===== src/rtl/cia_timer_bank.sv =====
// cia_timer_bank: NUM_TIMERS CIA-style 16-bit interval timers with phi2, CNT and
// cascade count sources, a shared ICR interrupt block and a phi2-strobed bus.
module cia_timer_bank #(
  parameter int NUM_TIMERS     = 4,
  parameter bit RELOAD_ON_STOP = 1'b0
) (
  input  logic                  clk,
  input  logic                  res_n,
  input  logic                  phi2_p,
  input  logic                  phi2_n,
  input  logic                  cs_n,
  input  logic                  rw,
  input  logic [4:0]            rs,
  input  logic [7:0]            db_in,
  output logic [7:0]            db_out,
  input  logic                  cnt_in,
  output logic [NUM_TIMERS-1:0] tout,
  output logic                  irq_n
);
  localparam int N = NUM_TIMERS;

  logic [15:0]  latch_q [N];
  logic [15:0]  latch_d [N];
  logic [15:0]  cnt_q [N];
  logic [15:0]  cnt_d [N];
  logic [1:0]   src_q [N];
  logic [1:0]   src_d [N];
  logic [N-1:0] start_q, start_d, armed_q, armed_d, outen_q, outen_d;
  logic [N-1:0] tgl_q, tgl_d, oneshot_q, oneshot_d, loadp_q, loadp_d;
  logic [N-1:0] tff_q, tff_d, pulse_q, pulse_d;
  logic [6:0]   flags_q, flags_d, mask_q, mask_d;
  logic         irq_q, irq_d, clrp_q, clrp_d;
  logic         cnt_prev_q, cntp_q, cntp_d;
  logic [7:0]   db_q, db_d;

  logic         rd_en, wr_en, cnt_edge, prev_uf;
  logic [N-1:0] ev, uf;

  assign rd_en    = phi2_n & ~cs_n & rw;
  assign wr_en    = phi2_n & ~cs_n & ~rw;
  assign cnt_edge = cnt_in & ~cnt_prev_q;

  // Count events ripple down the cascade chain within a single phi2 edge.
  always_comb begin
    ev      = '0;
    uf      = '0;
    prev_uf = 1'b0;
    for (int i = 0; i < N; i++) begin
      case (src_q[i])
        2'b00:   ev[i] = 1'b1;
        2'b01:   ev[i] = cntp_q;
        2'b10:   ev[i] = prev_uf;
        default: ev[i] = prev_uf & cnt_in;
      endcase
      ev[i]   = ev[i] & start_q[i] & armed_q[i];
      uf[i]   = ev[i] & (cnt_q[i] == 16'h0000);
      prev_uf = uf[i];
    end
  end

  always_comb begin
    latch_d   = latch_q;
    cnt_d     = cnt_q;
    src_d     = src_q;
    start_d   = start_q;
    armed_d   = armed_q;
    outen_d   = outen_q;
    tgl_d     = tgl_q;
    oneshot_d = oneshot_q;
    loadp_d   = loadp_q;
    tff_d     = tff_q;
    pulse_d   = pulse_q;
    flags_d   = flags_q;
    mask_d    = mask_q;
    irq_d     = irq_q;
    clrp_d    = clrp_q;
    db_d      = db_q;
    cntp_d    = cnt_edge | (cntp_q & ~phi2_p);

    if (phi2_p) begin
      // irq sees the flags as they stood before this edge, hence the one-tick lag.
      irq_d  = clrp_q ? 1'b0 : (irq_q | (|(flags_q & mask_q)));
      if (clrp_q) flags_d = '0;
      clrp_d = 1'b0;
      for (int i = 0; i < N; i++) begin
        armed_d[i] = start_q[i];
        pulse_d[i] = uf[i];
        loadp_d[i] = 1'b0;
        if (loadp_q[i] || uf[i]) cnt_d[i] = latch_q[i];
        else if (ev[i])          cnt_d[i] = cnt_q[i] - 16'd1;
        if (uf[i]) begin
          flags_d[i] = 1'b1;
          tff_d[i]   = ~tff_q[i];
          if (oneshot_q[i]) begin
            start_d[i] = 1'b0;
            armed_d[i] = 1'b0;
          end
        end
      end
    end

    if (wr_en) begin
      if (rs == 5'd31) begin
        if (db_in[7]) mask_d = mask_q | db_in[6:0];
        else          mask_d = mask_q & ~db_in[6:0];
      end
      for (int i = 0; i < N; i++) begin
        if (rs == 5'(4*i)) latch_d[i][7:0] = db_in;
        if (rs == 5'(4*i+1)) begin
          latch_d[i][15:8] = db_in;
          if (!start_q[i]) cnt_d[i] = {db_in, latch_q[i][7:0]};
        end
        if (rs == 5'(4*i+2)) begin
          start_d[i]   = db_in[0];
          outen_d[i]   = db_in[1];
          tgl_d[i]     = db_in[2];
          oneshot_d[i] = db_in[3];
          src_d[i]     = db_in[6:5];
          if (db_in[4]) loadp_d[i] = 1'b1;
          // A fresh start re-arms the one-tick start pipeline and presets the toggle.
          if (db_in[0] && !start_q[i]) begin
            tff_d[i]   = 1'b1;
            armed_d[i] = 1'b0;
          end
          if (RELOAD_ON_STOP && !db_in[0] && start_q[i]) cnt_d[i] = latch_q[i];
        end
      end
    end

    if (rd_en) begin
      db_d = 8'h00;
      if (rs == 5'd31) begin
        db_d   = {irq_q, 1'b0, flags_q};
        clrp_d = 1'b1;
      end
      for (int i = 0; i < N; i++) begin
        if (rs == 5'(4*i))   db_d = cnt_q[i][7:0];
        if (rs == 5'(4*i+1)) db_d = cnt_q[i][15:8];
        if (rs == 5'(4*i+2))
          db_d = {1'b0, src_q[i], 1'b0, oneshot_q[i], tgl_q[i], outen_q[i], start_q[i]};
      end
    end
  end

  always_ff @(posedge clk or negedge res_n) begin
    if (!res_n) begin
      latch_q    <= '{default: 16'hFFFF};
      cnt_q      <= '{default: 16'h0000};
      src_q      <= '{default: 2'b00};
      start_q    <= '0;
      armed_q    <= '0;
      outen_q    <= '0;
      tgl_q      <= '0;
      oneshot_q  <= '0;
      loadp_q    <= '0;
      tff_q      <= '0;
      pulse_q    <= '0;
      flags_q    <= '0;
      mask_q     <= '0;
      irq_q      <= 1'b0;
      clrp_q     <= 1'b0;
      cnt_prev_q <= 1'b0;
      cntp_q     <= 1'b0;
      db_q       <= 8'h00;
    end else begin
      latch_q    <= latch_d;
      cnt_q      <= cnt_d;
      src_q      <= src_d;
      start_q    <= start_d;
      armed_q    <= armed_d;
      outen_q    <= outen_d;
      tgl_q      <= tgl_d;
      oneshot_q  <= oneshot_d;
      loadp_q    <= loadp_d;
      tff_q      <= tff_d;
      pulse_q    <= pulse_d;
      flags_q    <= flags_d;
      mask_q     <= mask_d;
      irq_q      <= irq_d;
      clrp_q     <= clrp_d;
      cnt_prev_q <= cnt_in;
      cntp_q     <= cntp_d;
      db_q       <= db_d;
    end
  end

  always_comb begin
    tout = '0;
    for (int i = 0; i < N; i++)
      tout[i] = outen_q[i] & (tgl_q[i] ? tff_q[i] : pulse_q[i]);
  end

  assign db_out = db_q;
  assign irq_n  = ~irq_q;

endmodule


===== config.mk =====
export PLATFORM = sky130hd
export DESIGN_NAME = cia_timer_bank
export DESIGN_NICKNAME = d
export VERILOG_FILES = /design/src/rtl/cia_timer_bank.sv
export SDC_FILE = /design/constraint.sdc
export NUM_CORES = 1
export LEC_CHECK = 0
export ABC_AREA = 1
export BUFFER_PORTS_ARGS = -buffer_cell sky130_fd_sc_hd__buf_2
export CAP_MARGIN = 10
export CORE_ASPECT_RATIO = 0.5
export CORE_MARGIN = 3
export CORE_UTILIZATION = 50
export CTS_BUF_LIST = sky130_fd_sc_hd__clkbuf_16
export CTS_CLUSTER_DIAMETER = 200
export DETAILED_ROUTE_END_ITERATION = 6
export HOLD_SLACK_MARGIN = 0.03
export PLACE_DENSITY = 0.66
export SYNTH_ARGS = -nofsm -noshare
export SYNTH_HDL_FRONTEND = slang
export SYNTH_SLANG_ARGS = --single-unit

===== constraint.sdc =====
create_clock -name clk -period 2.8 [get_ports clk]
set_clock_uncertainty 0.2 [all_clocks]
set_input_delay 0.28 -clock clk [delete_from_list [all_inputs] [get_ports clk]]
set_output_delay 0.28 -clock clk [all_outputs]
set_load 0.01 [all_outputs]

==> impl_metrics.ini <==
[synth]
synth_compound_area_frac = 0.173
ys_seq_area_frac = 0.437
ys_ff_latch = 188
yosysWarnings = 0
syn_area_um2 = 10900
avgSynthCellArea_um2 = 7.24
synth-adder-area-share = 0.00572
ys_types = 45
syn_nets = 1536
synthXorXnorAreaFrac = 0.0352
synth.area.mux_share = 0.00458
synth-simple-area-share = 0.263
syn_inst = 1511
synth_top_family_by_area = simple AND/OR/NAND/NOR gates

[floorplanning]
start_util = 0.520
fp.dieW_um = 215
io_pins = 33
die_area_um2 = 23800
fp-row-count = 37
core_area_um2 = 21000
die-height_um = 111

[route]
via_per_inst = 5.65
wl_met3_um = 3000
met2_length_um = 15700
avgRoutedWirePerCell_um = 19.0
drt_pass1_iterations = 6
remaining_drc_errors = 0
route.top_layer_used = met4
wl_met1_um = 17200
antenna_left = 0
vias = 10900
drt-total-wl_um = 36700
drt_iter0_markers = 1138

[setup_path]
reg2reg_slack_ns = -0.04
critPathMaxStageDelay_ns = 0.39
end_kind = flip-flop
cp_slowest_cell = dfrtp_1
crit_type = flip-flop to flip-flop
crit_path_frequent_cell = nor2_1
crit_fanout = 16
worstPathArrival_ns = 3.00
required_ns = 2.96
crit_chain = inv_2 > ha_4 > inv_2 > nor2_4 > nand2_2 > nor3_4 > nand4_1 > nand4_1 > nand3_2 > a21oi_4 > nand3_2 > nand2_4 > buf_12 > nand2_1 > nand2_1 > nor2_1 > nor2_1 > nor2_1
setup.worst_path.start_class = flip-flop

[layout]
fin_area_um2 = 12900
post-route-util = 0.616
drive_gt1_frac = 0.176
area_growth_pct = 18.3
final_common_cell = nand2_1
final_nets = 1646
diodes = 0
final_cell_mix = nand2_1 (313), nor2_1 (247), o21ai_0 (183), inv_1 (162), dfrtp_1 (124)

[grt]
gr-total-overflow = 0
track_usage = 0.308
grt_max_degree = 90
antenna_found_initial = 0
grt_pass1_vias = 10100
grt_pass1_wl_um = 57000

[clocking]
clk_pin_slew_worst_paths_ns = 0.07
cts-buffers-inserted = 17
htreeDepth = 4
cts_num_sinks = 188
clk_latency_ns = 0.47
cts.path.max_buffers = 2
cts-root-buf = clkbuf_16
cts_tree = built

[sta]
final_hold_viol_count = 0
min_period_ns = 2.84
whs_ns = 0.0459
setup_viol = 13
rsz0062_at_grt = true
tightest_slew_ns = 0.862
drv_slew = 0
timing.fmax_ghz = 0.352
setup_slack_ns = -0.0430
max_slew_margin = 0.425
min_period_over_period = 1.02

[power]
p_total_uw = 8450
ir_worst_vdd_mv = 0.444
powerDensity_nw_per_um2 = 653
total_leakage_power_uw = 0.00613

[placed_design]
placed_area_um2 = 12000
dp_slack_ns = -0.154
place.gp.congestion = 0.965
port_buffers = 32
post-dp-hpwl_um = 25500

[run]
cap_violations = 0

[outcome]
outcome = complete, but fails checks
violations = negative setup slack

[hold_path]
min-delay-path-class = input pin to flip-flop
## path summary, 6_finish.rpt
path	start	cells after the start	to
setup / recovery	cnt_q[33]$_DFF_PN0_	18	cnt_q[13]$_DFF_PN0_
hold / removal	db_in[1]	3	latch_q[9]$_DFFE_PN1P_
setup reg to reg	cnt_q[33]$_DFF_PN0_	18	cnt_q[13]$_DFF_PN0_
hold reg to reg	cnt_prev_q$_DFF_PN0_	1	cntp_q$_DFF_PN0_
max in group asynchronous	res_n	3	latch_q[42]$_DFFE_PN1P_
min in group asynchronous	res_n	2	cnt_q[9]$_DFF_PN0_
## synthesized netlist by cell type, drive strengths merged
master / count / area, um^2
o211ai: 7 / 52.6
clkbuf: 45 / 170
clkinv: 2 / 7.51
o22ai: 14 / 87.6
o21ai: 190 / 951
nand2: 329 / 1250
nand4: 14 / 93.8
dfstp: 64 / 1680
o221ai: 3 / 26.3
xnor2: 3 / 26.3
o22a: 4 / 35.0
buf: 10 / 60.1
a21oi: 68 / 363
nor4: 8 / 56.3
o2111ai: 5 / 43.8
mux2i: 5 / 50.1
nor3: 23 / 131
a211oi: 8 / 60.1
inv: 172 / 646
a31oi: 34 / 213
nor2: 260 / 996
a221oi: 4 / 35.0
nand3b: 3 / 22.5
ha: 5 / 62.6
o311ai: 1 / 8.76
xor2: 41 / 359
a22o: 2 / 17.5
nand3: 59 / 305
or2: 4 / 25.0
dfrtp: 124 / 3100
## cell families (layout without fill, tap and decap cells)
group | after synthesis | in the layout
DFF | 188 | 188
muxes | 5 | 5
xor gates and xnor gates | 44 | 44
and+or+nand+nor | 700 | 700
buffers and inverters | 229 | 352
adders and majority gates | 5 | 5
AOI/OAI and AO/OA | 340 | 340
## layer usage
metal  track usage  up-vias
met5             0        -
met4        0.0884        0
met3        0.0718       58
met2         0.452      438
met1         0.455     5230
li1              -     5149
## layout make-up
type / count / area (um^2)
Multi-Input combinational cell: 1094 / 5410
Clock buffer: 17 / 425
Inverter: 174 / 658
Timing Repair Buffer: 146 / 1170
Sequential cell: 188 / 4780
Fill cell: 1958 / 8080
Tap cell: 292 / 365
Clock inverter: 15 / 123
## state kept, by name, summed over array words and instances, names as in the netlist, 4 cells and up, named ones only
| register | cells |
|---|---|
| armed_q | 4 |
| cnt_q | 64 |
| db_out | 8 |
| flags_q | 4 |
| latch_q | 64 |
| loadp_q | 4 |
| oneshot_q | 4 |
| outen_q | 4 |
| pulse_q | 4 |
| src_q | 8 |
| start_q | 4 |
| tff_q | 4 |
| tgl_q | 4 |
## critical path: cells and delay by family (launching register included)
kind,cells,cell delay (ns)
AOI/OAI and AO/OA,1,0.24
adders and majority gates,1,0.12
buffers and inverters,3,0.26
DFF,1,0.39
and+or+nand+nor,13,1.52
## stage by stage
stage          TNS (ns)  std cells
2_1_floorplan         0       1511
3_3_place_gp    -0.0811       1870
3_5_place_dp     -0.304       1870
4_1_cts         -0.0263       1916
5_1_grt           -3.91       1926
6_report         -0.251       1926
## report_power, final
group	switching, uW	total (uW)	internal, uW	leakage [uW]
Clock	1140	2350	1220	0.000271
Combinational	1580	2570	982	0.00361
Sequential	368	3530	3160	0.00225
Total	3090	8450	5360	0.00613
## repair_timing
action	4_1_cts	5_1_grt
pin swaps	2	10
hold buffers	9	0
gates cloned	0	1
setup buffers	5	9
resized for setup	11	34
endpoints found under the hold margin	73	0
endpoints found under the setup margin	20	50
Note: power is estimated with default switching activity, not from simulation.
